### src/rtl/cmov_commit_if.sv
// cmov_commit_if: EX-stage inputs, hazard controls and pipeline outputs of cmov_commit_pipe (master drives EX/hazard side, slave is the pipe; CMOV_STATS_EN adds counter outputs)
interface cmov_commit_if #(
  parameter int DATA_W = 32,
  parameter int REG_AW = 5
);
  logic              in_valid;
  logic              in_reg_write;
  logic              in_is_cmov;
  logic              in_movz;
  logic [REG_AW-1:0] in_rd;
  logic [DATA_W-1:0] in_rs_val;
  logic [DATA_W-1:0] in_rt_val;
  logic [DATA_W-1:0] in_result;
  logic              stall;
  logic              flush;
  logic              mem_we;
  logic [REG_AW-1:0] mem_rd;
  logic [DATA_W-1:0] mem_data;
  logic              wb_we;
  logic [REG_AW-1:0] wb_rd;
  logic [DATA_W-1:0] wb_data;
`ifdef CMOV_STATS_EN
  logic [31:0]       cmov_taken_cnt;
  logic [31:0]       cmov_squash_cnt;
  modport master (
    output in_valid, in_reg_write, in_is_cmov, in_movz, in_rd, in_rs_val, in_rt_val, in_result, stall, flush,
    input  mem_we, mem_rd, mem_data, wb_we, wb_rd, wb_data, cmov_taken_cnt, cmov_squash_cnt
  );
  modport slave (
    input  in_valid, in_reg_write, in_is_cmov, in_movz, in_rd, in_rs_val, in_rt_val, in_result, stall, flush,
    output mem_we, mem_rd, mem_data, wb_we, wb_rd, wb_data, cmov_taken_cnt, cmov_squash_cnt
  );
`else
  modport master (
    output in_valid, in_reg_write, in_is_cmov, in_movz, in_rd, in_rs_val, in_rt_val, in_result, stall, flush,
    input  mem_we, mem_rd, mem_data, wb_we, wb_rd, wb_data
  );
  modport slave (
    input  in_valid, in_reg_write, in_is_cmov, in_movz, in_rd, in_rs_val, in_rt_val, in_result, stall, flush,
    output mem_we, mem_rd, mem_data, wb_we, wb_rd, wb_data
  );
`endif
endinterface

### src/rtl/cmov_commit_pipe.sv
// cmov_commit_pipe: resolves MOVZ/MOVN, carries result through EX/MEM and MEM/WB (ports: Clk, Rst, bus slave with EX inputs, stall/flush, mem_* taps, wb_* write port; CMOV_STATS_EN adds taken/squash counters)
module cmov_commit_pipe #(
  parameter int DATA_W = 32,
  parameter int REG_AW = 5
) (
  input logic         Clk,
  input logic         Rst,
  cmov_commit_if.slave bus
);
  logic              cond;
  logic              eff_we;
  logic [DATA_W-1:0] eff_data;
  always_comb begin
    cond     = (bus.in_rt_val == '0) ~^ bus.in_movz;
    eff_we   = bus.in_valid & bus.in_reg_write & (bus.in_is_cmov ? cond : 1'b1) & (bus.in_rd != '0);
    eff_data = bus.in_is_cmov ? bus.in_rs_val : bus.in_result;
  end
  always_ff @(posedge Clk) begin
    if (Rst || bus.flush) begin
      bus.mem_we   <= 1'b0;
      bus.mem_rd   <= '0;
      bus.mem_data <= '0;
    end else if (!bus.stall) begin
      bus.mem_we   <= eff_we;
      bus.mem_rd   <= bus.in_rd;
      bus.mem_data <= eff_data;
    end
  end
  // a stall bubbles MEM/WB but keeps its address/data so only we drops
  always_ff @(posedge Clk) begin
    if (Rst) begin
      bus.wb_we   <= 1'b0;
      bus.wb_rd   <= '0;
      bus.wb_data <= '0;
    end else if (bus.stall) begin
      bus.wb_we   <= 1'b0;
    end else begin
      bus.wb_we   <= bus.mem_we;
      bus.wb_rd   <= bus.mem_rd;
      bus.wb_data <= bus.mem_data;
    end
  end
`ifdef CMOV_STATS_EN
  logic [31:0] taken_cnt;
  logic [31:0] squash_cnt;
  logic        cmov_cap;
  always_comb cmov_cap = bus.in_valid & bus.in_reg_write & bus.in_is_cmov & ~bus.stall & ~bus.flush;
  always_ff @(posedge Clk) begin
    if (Rst) begin
      taken_cnt  <= '0;
      squash_cnt <= '0;
    end else if (cmov_cap) begin
      taken_cnt  <= taken_cnt + {31'd0, cond};
      squash_cnt <= squash_cnt + {31'd0, ~cond};
    end
  end
  assign bus.cmov_taken_cnt  = taken_cnt;
  assign bus.cmov_squash_cnt = squash_cnt;
`endif
endmodule

### src/flat_wrapper.sv
// flat-port wrapper written by rule: the top's interface ports become plain ports
module cmov_commit_pipe_flat 
#(
  parameter int DATA_W = 32,
  parameter int REG_AW = 5
)
  (Clk, Rst, bus_in_valid, bus_in_reg_write, bus_in_is_cmov, bus_in_movz, bus_in_rd, bus_in_rs_val, bus_in_rt_val, bus_in_result, bus_stall, bus_flush, bus_mem_we, bus_mem_rd, bus_mem_data, bus_wb_we, bus_wb_rd, bus_wb_data);
  cmov_commit_if #(.DATA_W(DATA_W), .REG_AW(REG_AW)) bus_i ();
  input logic Clk;
  input logic Rst;
  input wire logic [$bits(bus_i.in_valid)-1:0] bus_in_valid;
  input wire logic [$bits(bus_i.in_reg_write)-1:0] bus_in_reg_write;
  input wire logic [$bits(bus_i.in_is_cmov)-1:0] bus_in_is_cmov;
  input wire logic [$bits(bus_i.in_movz)-1:0] bus_in_movz;
  input wire logic [$bits(bus_i.in_rd)-1:0] bus_in_rd;
  input wire logic [$bits(bus_i.in_rs_val)-1:0] bus_in_rs_val;
  input wire logic [$bits(bus_i.in_rt_val)-1:0] bus_in_rt_val;
  input wire logic [$bits(bus_i.in_result)-1:0] bus_in_result;
  input wire logic [$bits(bus_i.stall)-1:0] bus_stall;
  input wire logic [$bits(bus_i.flush)-1:0] bus_flush;
  output wire logic [$bits(bus_i.mem_we)-1:0] bus_mem_we;
  output wire logic [$bits(bus_i.mem_rd)-1:0] bus_mem_rd;
  output wire logic [$bits(bus_i.mem_data)-1:0] bus_mem_data;
  output wire logic [$bits(bus_i.wb_we)-1:0] bus_wb_we;
  output wire logic [$bits(bus_i.wb_rd)-1:0] bus_wb_rd;
  output wire logic [$bits(bus_i.wb_data)-1:0] bus_wb_data;
  assign bus_i.in_valid = bus_in_valid;
  assign bus_i.in_reg_write = bus_in_reg_write;
  assign bus_i.in_is_cmov = bus_in_is_cmov;
  assign bus_i.in_movz = bus_in_movz;
  assign bus_i.in_rd = bus_in_rd;
  assign bus_i.in_rs_val = bus_in_rs_val;
  assign bus_i.in_rt_val = bus_in_rt_val;
  assign bus_i.in_result = bus_in_result;
  assign bus_i.stall = bus_stall;
  assign bus_i.flush = bus_flush;
  assign bus_mem_we = bus_i.mem_we;
  assign bus_mem_rd = bus_i.mem_rd;
  assign bus_mem_data = bus_i.mem_data;
  assign bus_wb_we = bus_i.wb_we;
  assign bus_wb_rd = bus_i.wb_rd;
  assign bus_wb_data = bus_i.wb_data;
  cmov_commit_pipe #(.DATA_W(DATA_W), .REG_AW(REG_AW)) u_core (.Clk(Clk), .Rst(Rst), .bus(bus_i));
endmodule
### config.mk
export PLATFORM = sky130hd
export DESIGN_NAME = cmov_commit_pipe_flat
export DESIGN_NICKNAME = d
export VERILOG_FILES = /design/src/rtl/cmov_commit_if.sv /design/src/rtl/cmov_commit_pipe.sv /design/src/flat_wrapper.sv
export SDC_FILE = /design/constraint.sdc
export NUM_CORES = 1
export LEC_CHECK = 0
export CORE_MARGIN = 8
export CORE_UTILIZATION = 34
export DETAILED_ROUTE_END_ITERATION = 16
export MAX_ROUTING_LAYER = met4
export PLACE_DENSITY = 0.74
export SKIP_LAST_GASP = 1
export SYNTH_ARGS = -nofsm -noshare
export SYNTH_HDL_FRONTEND = slang
export SYNTH_SLANG_ARGS = --single-unit
### constraint.sdc
create_clock -name Clk -period 1.46 [get_ports Clk]
set_clock_uncertainty 0.2 [all_clocks]
set_input_delay 0.219 -clock Clk [delete_from_list [all_inputs] [get_ports Clk]]
set_output_delay 0.219 -clock Clk [all_outputs]
set_load 0.005 [all_outputs]
# Yosys cells after proc, flatten, opt, wreduce, memory -nomap -nowiden

Cells that the tools add are included.

Register bits after elaboration: 76
Output and inout bits: 76
Word-level logic and storage cells: 16

Mux-type cells: 2
Bitwise gates (word level): 4
Reductions and logical operators: 4

Operators with widths:

| cell              | count |
|---|---|
| $logic_not 32->1  | 1 |
| $mux 32           | 1 |
| $reduce_bool 5->1 | 1 |
| $and 1x1->1       | 3 |
| $reduce_or 2->1   | 1 |
| $logic_or 1x1->1  | 1 |
| $mux 1            | 1 |
| $xnor 1x1->1      | 1 |

# Longest topological paths before layout

Depth after elaboration: 5
Mapped depth: 6
Gate-level depth less buffers: 4

# Worst setup path before layout

OpenSTA, ideal clock, no wires.

Kind: input -> register
Start: input bus_in_rt_val[24]
End: register u_core.bus.mem_we
Arrival time: 1208 ps
Data required time: 1145 ps
Path slack: -63 ps
Stages on the path: 4
Cells stage by stage: nor4_2 > nand4_1 > or4_1 > and3_1

Cells in the longest elaborated chain, start to end: 5

Ends and longest elaborated chain:

| item                      | RTL line               | text |
|---|---|---|
| from (decl)               | flat_wrapper.sv:17     | `input wire logic [$bits(bus_i.in_rt_val)-1:0] bus_in_rt_val;` |
| $logic_not 32->1          | cmov_commit_pipe.sv:14 | `cond = (bus.in_rt_val == '0) ~^ bus.in_movz;` |
| $xnor 1x1->1              | cmov_commit_pipe.sv:14 |  |
| $mux 1                    | cmov_commit_pipe.sv:15 | `eff_we = bus.in_valid & bus.in_reg_write & (bus.in_is_cmov ? cond : 1'b1) & (bus.in_rd != '0);` |
| $and 1x1->1 (2 in series) | cmov_commit_pipe.sv:15 |  |
| to (signal assigned)      | cmov_commit_pipe.sv:24 | `bus.mem_we <= eff_we;` |
| to (decl)                 | cmov_commit_if.sv:40   | `output mem_we, mem_rd, mem_data, wb_we, wb_rd, wb_data` |

Every way passes these cells.
A chain may end at the register's enable or synchronous reset.

# Worst setup path in the final report

Start: input bus_in_rd[1]
End: register u_core.bus.mem_we

Cells in the longest elaborated chain, start to end: 2

Ends and longest elaborated chain:

| item              | RTL line               | text |
|---|---|---|
| from (decl)       | flat_wrapper.sv:15     | `input wire logic [$bits(bus_i.in_rd)-1:0] bus_in_rd;` |
| $reduce_bool 5->1 | cmov_commit_pipe.sv:15 |  |
| $and 1x1->1       | cmov_commit_pipe.sv:15 |  |

Every way passes these cells.

==> run metrics <==
register area share after synthesis 49.19%; Root Buffer clkbuf_8; Placed Cells ~620; Synth Cell Area 3093 µm²; Final Max Tran Viols 0; clock sink total 76; antenna-violating nets left 0; Setup Viol. Count Final 0; adder-cell share of the synthesized area 0%; leakage approximately 2.6 nW; CP endpoint u_core.bus.mem_we$_SDFFE_PP0N_; Core Region between 9000 and 10000 µm²; crit path capture type flop; Period minus WS final ~1.4 ns; first-pass GRT wire length approximately 16 mm; Slew headroom between 70% and 80%; final worst path period share between 90 and 100%; type of origin of the critical path input pin; utilization after layout roughly 59%; synth unique cells 18; #FFs+latches synth between 70 and 80; Post-Place Worst Slack -0.6151 ns; synth top area cells dfxtp_1 (49%), mux2i_1 (24%), nor2_1 (13%); critical path arrival between 1 and 1.5 ns; Worst Hold Depth 3; antenna cells 0; hold buffers post-CTS 0; mux contribution to synthesized area 23.95%; Synth Area in Compound Gates 5.906%; nets@finish around 630; largest family of logic cells by synthesized area multiplexers; Power Density just under 900 nW/µm²; total track usage approximately 16%; syn_nets 442; Gate Count Post-Synth around 330; Min Hold Slack between 0.08 and 0.09 ns; Placed Area 5185 µm²; Reg clk slew, reported paths approximately 0.08 ns; GR Overflow Total 0; total negative setup slack 0 ns; area grow syn2layout 73.18%; max frequency 692.8 MHz; DRC Markers 0; Worst Path Required around 1.5 ns; number of I/O port buffers about 180; HPWL Detailed a little under 8 mm; actual slew at the worst max-slew pin ~0.44 ns; initial antenna violation count 0; FF-to-FF End u_core.bus.mem_we$_SDFFE_PP0N_; Syn Area/Cell 9.288 µm²; area leader, netlist dfxtp_1; Hold Violations, Final 0; fillcell total roughly 840; vias per cell about 4.8; number of global-route vias before repair approximately 3100; H-tree Lvls 3; per-cell routed wire length around 16 µm; Num CTS Buffers 9; initial core utilization about a third; HP Class in2reg; die area 12400 µm²; height of the chip ~110 µm; io pins between 150 and 200; PnR worst setup slack about 0.017 ns; Worst Setup SP bus_in_rd[1]; outcome completed; via count 3043; worst r2r path cells 4; MaxCap Viol Count 0; reg2reg start u_core.bus.mem_we$_SDFFE_PP0N_; CP Class in2reg; crit path max fanout 2; maximum vdd drop approximately 530 µV; area fraction of the dominant cell type after synthesis around half; Layout Cell Area excl Fill ~5400 µm²; non-filler cells, final 640; clk buf depth 2; Starting DRT DRC Count 107; CTS tree built; row cnt 35; largest net degree at the start of global routing 39; final WL approximately 10 mm; simple-gate area share of the yosys netlist approximately 17%; synth warn 0; Synth Area in XOR/XNOR 0%; die width approximately 110 µm; r2r setup slk 0.02 ns; clk_lat worst skew approximately 0.33 ns; total iterations of the first detailed-routing run 5; share of cells above drive strength 1 between 15 and 20%; overall power around 4.7 mW; placer congestion estimate 0.7901
## layout by cell type, fill, tap and decap left out, types with 3 or more instances in the layout
cell               n
buf_12             8
nor4_2             6
clkinvlp_4         3
dlygate4sd2_1     87
dfxtp_1           63
clkbuf_8          10
clkbuf_2           7
clkdlybuf4s50_1   70
buf_2              6
nor2_1           106
buf_4             13
mux2i_1           74
a21oi_1           32
clkdlybuf4s15_1   10
dfxtp_2           13
## worst max-delay path, cell delays in order
cell and delay (ns):
dlygate4sd2_1 0.24, or4_4 0.54, o2111ai_4 0.21, a21oi_2 0.07, and3_4 0.18
## layer usage
metal | track usage (%) | part of all wire (%) | up-vias
met5 | - | 0 | -
met4 | 4.622 | 0.72 | 0
met3 | 5.108 | 7.4 | 10
met2 | 27.54 | 49 | 128
met1 | 17.51 | 43 | 1389
li1 | - | - | 1516
## cell families (layout without fill, tap and decap cells)
kind of cell    count (synthesis)  in the layout
simple gates                  123            123
mux                            74             74
buf+inv                        25            221
flops                          76             76
compound gates                 35             35
## synthesized netlist by cell type
| cell | number |
|---|---|
| nor2_1 | 106 |
| dfxtp_1 | 76 |
| mux2i_1 | 74 |
| a21oi_1 | 33 |
| buf_2 | 9 |
| buf_1 | 7 |
| clkbuf_1 | 6 |
| nor4_1 | 4 |
| nor4_2 | 4 |
| buf_6 | 2 |
| nand2_1 | 2 |
| nand4_1 | 2 |
| o2111ai_1 | 2 |
| or4_1 | 2 |
| and3_1 | 1 |
| inv_1 | 1 |
| nor3b_1 | 1 |
| or2_2 | 1 |
## state kept, by name, summed over array words and instances, names as in the netlist
name / count
u_core.bus.mem_data: 32
u_core.bus.wb_data: 32
u_core.bus.mem_rd: 5
u_core.bus.wb_rd: 5
u_core.bus.mem_we: 1
u_core.bus.wb_we: 1
## worst min-delay path by stage
stage	from	end	slack (ns)
floorplan	bus_in_rd[0]	u_core.bus.mem_rd[0]$_SDFFE_PP0N_	0.16
global placement	u_core.bus.wb_data[11]$_SDFFE_PP0N_	u_core.bus.wb_data[11]$_SDFFE_PP0N_	0.27
detailed placement	u_core.bus.wb_data[5]$_SDFFE_PP0N_	u_core.bus.wb_data[5]$_SDFFE_PP0N_	0.28
CTS	bus_in_rd[0]	u_core.bus.mem_rd[0]$_SDFFE_PP0N_	0.06
global route	bus_in_rd[0]	u_core.bus.mem_rd[0]$_SDFFE_PP0N_	0.08
finish	bus_in_rd[0]	u_core.bus.mem_rd[0]$_SDFFE_PP0N_	0.09
## layout make-up
type | instances | area (µm²) | area share (%)
clock buffers | 10 | 137.6 | 2.569
clock inverters | 6 | 87.58 | 1.635
inverters | 1 | 3.754 | 0.07008
multi-input cells | 232 | 1530 | 28.57
flip-flops and latches | 76 | 1538 | 28.71
well taps | 111 | 138.9 | 2.593
repair buffers | 204 | 1921 | 35.86
## power breakdown
| group | leakage, nW | total (mW) | switching, mW | internal (mW) |
|---|---|---|---|---|
| combinational | 1.89 | 0.748 | 0.297 | 0.452 |
| sequential | 0.623 | 2.16 | 0.0337 | 2.13 |
| clock | 0.105 | 1.74 | 0.738 | 1.01 |
## timing repair
action                                  in CTS  in global routing
resized for setup                          153                 33
endpoints found under the setup margin      77                  2
pin swaps                                   15                 14
cloned                                       0                  0
setup buffers                                2                  0
Note: power is estimated with default switching activity, not from simulation.
